**src/rtl/if_fetch_unit.sv**
```systemverilog
// Instruction-fetch stage: owns the PC, selects next PC from the IF decoder
// outputs, and holds the IF/ID pipeline register (jumps resolve here, JR/JALR wait).
module if_fetch_unit #(
    parameter logic [15:0] RESET_PC  = 16'h0000,
    parameter logic [15:0] NOP_INSTR = 16'h0800
) (
    input  logic        clk,
    input  logic        rst,
    output logic [15:0] imem_addr,
    input  logic [15:0] imem_rdata,
    output logic [4:0]  fetch_opcode,
    input  logic        Jump,
    input  logic        Branch,
    input  logic        jmp_r,
    input  logic        stall_id,
    input  logic        redirect_valid,
    input  logic [15:0] redirect_pc,
    output logic [15:0] ifid_instr,
    output logic [15:0] ifid_pc_plus2,
    output logic        ifid_valid,
    output logic        halted
);

    typedef enum logic [1:0] {
        ST_RUN     = 2'b00,
        ST_WAIT_JR = 2'b01,
        ST_HALTED  = 2'b10
    } state_t;

    localparam logic [4:0] OPC_HALT = 5'b00000;

    function automatic logic [15:0] sign_ext11(input logic [10:0] disp);
        return {{5{disp[10]}}, disp};
    endfunction

    function automatic logic [15:0] half_align(input logic [15:0] addr);
        return {addr[15:1], 1'b0};
    endfunction

    state_t      state_r;
    logic [15:0] pc_r;
    logic [15:0] ifid_instr_r;
    logic [15:0] ifid_pc_plus2_r;
    logic        ifid_valid_r;
    logic        halted_r;

    logic [15:0] pc_plus2_s;
    logic [15:0] jump_tgt_s;
    logic        is_halt_s;
    logic [15:0] run_pc_s;
    state_t      run_state_s;

    assign pc_plus2_s    = pc_r + 16'd2;
    assign jump_tgt_s    = pc_plus2_s + sign_ext11(imem_rdata[10:0]);
    assign is_halt_s     = (imem_rdata[15:11] == OPC_HALT);

    assign imem_addr     = pc_r;
    assign fetch_opcode  = imem_rdata[15:11];
    assign ifid_instr    = ifid_instr_r;
    assign ifid_pc_plus2 = ifid_pc_plus2_r;
    assign ifid_valid    = ifid_valid_r;
    assign halted        = halted_r;

    // Next PC and state when RUN accepts the instruction currently on imem_rdata.
    always_comb begin
        run_pc_s    = pc_plus2_s;
        run_state_s = ST_RUN;
        if (is_halt_s) begin
            run_pc_s    = pc_r;
            run_state_s = ST_HALTED;
        end else if (Jump && !jmp_r) begin
            run_pc_s    = jump_tgt_s;
            run_state_s = ST_RUN;
        end else if (Jump && jmp_r) begin
            // Target comes from a later stage; park until it redirects us.
            run_pc_s    = pc_plus2_s;
            run_state_s = ST_WAIT_JR;
        end else if (Branch) begin
            // Predicted not-taken; a mispredict arrives later as a redirect.
            run_pc_s    = pc_plus2_s;
            run_state_s = ST_RUN;
        end else begin
            run_pc_s    = pc_plus2_s;
            run_state_s = ST_RUN;
        end
    end

    // PC, fetch state and IF/ID register; redirect beats stall beats normal fetch.
    always_ff @(posedge clk or posedge rst) begin
        if (rst) begin
            pc_r            <= RESET_PC;
            state_r         <= ST_RUN;
            ifid_instr_r    <= NOP_INSTR;
            ifid_pc_plus2_r <= 16'h0000;
            ifid_valid_r    <= 1'b0;
            halted_r        <= 1'b0;
        end else if (redirect_valid) begin
            pc_r         <= half_align(redirect_pc);
            state_r      <= ST_RUN;
            ifid_instr_r <= NOP_INSTR;
            ifid_valid_r <= 1'b0;
            halted_r     <= 1'b0;
        end else if (stall_id) begin
            pc_r            <= pc_r;
            state_r         <= state_r;
            ifid_instr_r    <= ifid_instr_r;
            ifid_pc_plus2_r <= ifid_pc_plus2_r;
            ifid_valid_r    <= ifid_valid_r;
            halted_r        <= halted_r;
        end else begin
            case (state_r)
                ST_RUN: begin
                    ifid_instr_r    <= imem_rdata;
                    ifid_pc_plus2_r <= pc_plus2_s;
                    ifid_valid_r    <= 1'b1;
                    pc_r            <= half_align(run_pc_s);
                    state_r         <= run_state_s;
                    halted_r        <= (run_state_s == ST_HALTED);
                end
                ST_WAIT_JR, ST_HALTED: begin
                    ifid_instr_r <= NOP_INSTR;
                    ifid_valid_r <= 1'b0;
                end
                default: begin
                    state_r      <= ST_RUN;
                    halted_r     <= 1'b0;
                    ifid_instr_r <= NOP_INSTR;
                    ifid_valid_r <= 1'b0;
                end
            endcase
        end
    end

endmodule

```
**config.mk**
```make
export PLATFORM = sky130hd
export DESIGN_NAME = if_fetch_unit
export DESIGN_NICKNAME = d
export VERILOG_FILES = /design/src/rtl/if_fetch_unit.sv
export SDC_FILE = /design/constraint.sdc
export NUM_CORES = 1
export LEC_CHECK = 0
export ABC_AREA = 0
export CELL_PAD_IN_SITES_DETAIL_PLACEMENT = 1
export CELL_PAD_IN_SITES_GLOBAL_PLACEMENT = 2
export CORE_MARGIN = 2
export CORE_UTILIZATION = 23
export DETAILED_ROUTE_END_ITERATION = 6
export DONT_BUFFER_PORTS = 1
export HOLD_SLACK_MARGIN = 0.02
export PLACE_DENSITY_LB_ADDON = 0.05
export SYNTH_ARGS = -nofsm -noshare
export SYNTH_HDL_FRONTEND = slang
export SYNTH_SLANG_ARGS = --single-unit
```
**constraint.sdc**
```tcl
create_clock -name clk -period 5.1 [get_ports clk]
set_clock_uncertainty 0.05 [all_clocks]
set_input_delay 1.53 -clock clk [delete_from_list [all_inputs] [get_ports clk]]
set_output_delay 1.53 -clock clk [all_outputs]
set_load 0.1 [all_outputs]
```
# After elaboration in Yosys (flattened, before gate mapping)
# Cells that the tools add are included.
word_totals:
  register_bits: 52
  latch_bits: 0
  ram_bits: 0
  mem_bits_ro: 0
  inputBits: 39
  out_inout_bits: 55
  wordCells: 48
  memories: 0
op_classes:
  n_addsub: 2
  mul: 0
  div_mod_pow: 0
  n_lt_le_gt_ge: 0
  eq_ne: 6
  n_shift: 0
  mux: 20
  bitwise_logic: 2
  n_reduce_logical: 11
op_table:
  columns: ["operator", "n"]
  rows:
  - ["$mux W16", 8]
  - ["$add A16 B16 Y16", 1]
  - ["$add A16 B2 Y16 const B", 1]
  - ["$mux W1", 7]
  - ["$mux W2", 3]
  - ["$reduce_and A3 Y1", 2]
  - ["$logic_not A5 Y1", 1]
  - ["$eq A2 B2 Y1 const B", 2]
  - ["$ne A2 B2 Y1 const B", 2]
  - ["$pmux W2 S2", 1]
  - ["$reduce_and A2 Y1", 2]
  - ["$eq A2 B1 Y1 const B", 1]
  - ["$logic_and A1 B1 Y1", 2]
  - ["$logic_not A2 Y1", 1]
  - ["$ne A2 B1 Y1 const B", 1]
  - ["$not A1 Y1", 2]
  - ["$pmux W1 S2", 1]
  - ["$reduce_bool A2 Y1", 1]
  - ["$reduce_or A2 Y1", 1]
  - ["$logic_not A1 Y1", 1]

# Depth between registers and ports, before layout
logic_depth:
  depth_word: 8
  depth_mapped: 14
  ltp_nobuf: 13

# Worst setup path before layout
# No wires, ideal clock.
synth_path:
  path_type: "reg-to-reg"
  startpoint: "register pc_r[1] (netlist: imem_addr[1])"
  endpoint: "register pc_r[15] (netlist: imem_addr[15])"
  setup_ns: 0.135
  arrival_time_ns: 3.526
  t_required_ns: 4.915
  setup_slack_ns: 1.389
  stages_incl_launch_ff: 14
  n_path_buf: 1
  period_less_slack_ns: 3.711
  cell_sequence: "dfrtp_1 -> ha_1 -> and2_4 -> and4_4 -> buf_6 -> nand3_2 -> xnor2_2 -> ha_1 -> nand4_1 -> or2_2 -> o21a_1 -> o211ai_1 -> xor2_1 -> o221ai_2"
synth_via:
  elab_chain_cells: 7
synth_lines:
  columns: ["element", "line_no", "text"]
  rows:
  - ["start: declaration", "41", "logic [15:0] pc_r;"]
  - ["start signal: assignment", "98", "pc_r <= half_align(redirect_pc);"]
  - ["start signal: assignment", "104", "pc_r <= pc_r;"]
  - ["start signal: assignment", "116", "pc_r <= half_align(run_pc_s);"]
  - ["$add A16 B2 Y16", "53", "assign pc_plus2_s = pc_r + 16'd2;"]
  - ["named net pc_plus2_s[11]", "47", "logic [15:0] pc_plus2_s;"]
  - ["$add A16 B16 Y16", "54", "assign jump_tgt_s = pc_plus2_s + sign_ext11(imem_rdata[10:0]);"]
  - ["$mux W16", "71", "end else if (Jump && !jmp_r) begin"]
  - ["$mux W16", "68", "if (is_halt_s) begin"]
  - ["$mux W16", "111", "case (state_r)"]
  - ["$mux W16", "103", "end else if (stall_id) begin"]
  - ["$mux W16", "97", "end else if (redirect_valid) begin"]
# The timed path passes the listed nets, and every way through them passes these cells. The select of a mux whose other input is x is not followed.
# A chain may end at the register's enable or synchronous reset.

# Worst setup path in the final report
layout_path:
  startpoint: "register pc_r[8] (netlist: imem_addr[8])"
  endpoint: "register pc_r[15] (netlist: imem_addr[15])"
# Same word-level chain as after synthesis.

==> impl_metrics.toml <==
[run_status]
status = "finished clean"

[finish]
antenna_cells = 0
layout.cells.most_common = "nand2_1"
syn2layout_area_growth_pct = 11.9
instances_no_fill = 507
final_cell_mix = "nand2_1 (61), dfrtp_1 (49), o21ai_0 (17), ha_1 (17)"
fillCellCount = 1540
layout.nets = 387
drive_gt1_share_pct = 11.5

[floorplan]
die_h_um = 120
die_area_um2 = 14400
rows = 42
die_w_um = 120
io_pins = 94
core_um2 = 13200
start_util_pct = 23.5

[grt]
grt_first_pass_wirelength_um = 15400
grt.overflow.total = 0
antenna_found_initial = 0
grt_pass1_vias = 2548
grt_max_degree = 44
gr-usage-all-layers_pct = 14.2

[power]
switchingPower_mw = 0.760
peakVddDrop_uv = 137
powerDensity_nw_per_um2 = 456
p_int_mw = 0.823
seqPwrFrac_pct = 48.7
leakagePower_nw = 1.57
p_comb_share_pct = 25.8
power_frac_clock_pct = 25.5
switching_share_pct = 48.0

[drt]
drtAntennaViolNets = 0
drcViolationCount = 0
vias = 2461
drt_first_pass_iters = 5
drt_iter0_drc = 138
viasPerCell = 4.85
wl_per_cell_um = 19.4
wl_um = 9840

[min_path]
min_path_cells = 1
hp-class = "reg2reg"

[setup_path]
crit_family = "flip-flops"
cp-end-kind = "flop"
crit_path_start_kind = "flop"
cp_slowest_cell = "dfrtp_1"
critical_path.cell_chain = "nand3_1, nor2_1, nand2_1, xnor2_1, ha_1, a21o_1, a21oi_1, nor2b_1, o311ai_0, o211ai_1, xor2_1, o221ai_2"
crit_fanout = 6
critical_path.max_stage_delay_ps = 1050
r2r_cells = 12
crit_type = "reg2reg"
cp_num_buf_inv = 0
cp.required_ps = 5230
cp.depth = 12
arrival_ps = 4000

[synth]
yosysWarnings = 0
yosys_register_bits = 50
synth.yosys.seq_area_share_pct = 40.3
synthArstFlopShare_pct = 100
postSynthAreaPerCell_um2 = 9.35
netlist_area_um2 = 3110
synth_edf_count = 0
netlist_instances = 332
yosysUniqueCellTypes = 56
synth_top_flop_cell = "dfrtp_1"

[timing]
fin_crit_sh_pct = 76.0
setup_violations = 0
final.setup.tns_ps = 0
fin_crit_ps = 3870
finalHoldViolations = 0
relSlewSlack_pct = 28.5
rsz0062_at_grt = "no"
drv_slew = 0
worstMarginPinSlew_ps = 1070
fmax_mhz = 258

[clock_network]
cts-root-buf = "clkbuf_16"
clock_path_buffers = 2
cts.clk_slew.worst_paths_ps = 70
cts_made_buffers = 5
cts_resized = 0
post_cts_buffers = 0
clkSinkCount = 50
clk-insertion-delay-late_ps = 300
htreeDepth = 2
cts_tree = "yes"
cts_hold_buffers = 0

[placement]
gp_congestion = 0.723
hpwl_um = 7570
dpl.cell_count = 499
port_buffers = 0

[run]
drv_cap = 0
synthesized netlist by cell type (3+ instances only):
library cell  instances  share of area (%)
a21o_1               11                2.7
a21oi_1              16                2.6
dfrtp_1              49                 39
nand2_1              61                7.4
nor3_1                3               0.48
nor2_1               15                1.8
o221ai_1              4                1.1
a22o_1               16                4.5
o21ai_0              17                2.7
clkbuf_1             14                1.7
ha_1                 17                6.8
nand3_1               7                1.1
nand4_1               3               0.60
a211oi_1              3               0.73
xnor2_1              13                3.7
o21ai_1               3               0.48
inv_1                12                1.5
nor2b_1               5                1.0
xor2_1               11                3.1
buf_4                 7                1.7
a222oi_1              5                1.6
cell families after synthesis:
logic type,after synthesis,share of synthesized area (%)
AO/OA/AOI/OAI,90,20.8
XOR/XNOR,26,7.82
adder cells (fa/ha/maj),18,7.49
buffers and inverters,34,5.20
flip-flops,50,40.3
other,1,0.121
AND/OR/NAND/NOR,113,18.2
stage by stage:
step	total power [mW]	setup WS (ps)	utilization [%]	hold slack [ps]	instance area, µm²
2_1_floorplan	1.11	1390	-	399	3110
3_3_place_gp	1.19	1300	25.0	416	3300
3_5_place_dp	1.19	1210	25.0	417	3300
4_1_cts	1.62	1170	26.4	434	3480
5_1_grt	1.67	988	26.4	478	3480
6_report	1.58	1230	26.4	429	3480
metal layers:
layer	vias up	wire, µm	global-route usage (%)
met1	1210	4640	19.2
met3	6	775	4.67
met5	-	0	0
met4	0	78	3.31
li1	1167	-	-
met2	78	4350	21.8
worst register-to-register path: cells and delay by family, from the launching register on:
kind                     cells  cell delay, ps
adder cells (fa/ha/maj)      1             390
XOR/XNOR                     2             590
AND/OR/NAND/NOR              4             640
AO/OA/AOI/OAI                5            1020
flip-flops                   1            1050
flip-flops by register name (all words and copies together), names as in the netlist:
| register | cells |
|---|---|
| ifid_instr | 16 |
| ifid_pc_plus2 | 15 |
| imem_addr | 15 |
| state_r | 2 |
| halted | 1 |
| ifid_valid | 1 |
final timing paths:
kind	startpoint	endpoint	slack, ps
worst max register to register	imem_addr[8]	imem_addr[15]	1230
worst max-delay path	imem_addr[8]	imem_addr[15]	1230
max in group asynchronous	rst	imem_addr[4]	3020
worst min register to register	state_r[1]	state_r[1]	430
worst min-delay path	state_r[1]	state_r[1]	430
min in group asynchronous	rst	imem_addr[9]	1280
cell type report:
cell class                 count  area [µm²]  area share (%)
multi-input combinational    249        1700            48.8
sequential                    50        1250            36.0
tap                          176         220            6.34
clock buffer                   7         143            4.10
timing repair buffer          12        90.1            2.59
inverter                      12        45.0            1.30
clock inverter                 1        30.0           0.864
power by group through the flow:
stage / sequential [mW] / clock, mW / combinational (mW)
floorplan: 0.844 / 0 / 0.270
global placement: 0.780 / 0 / 0.413
detailed placement: 0.781 / 0 / 0.414
CTS: 0.772 / 0.427 / 0.417
global route: 0.779 / 0.435 / 0.458
finish: 0.771 / 0.403 / 0.409
Power figures use the tool's default switching activity.
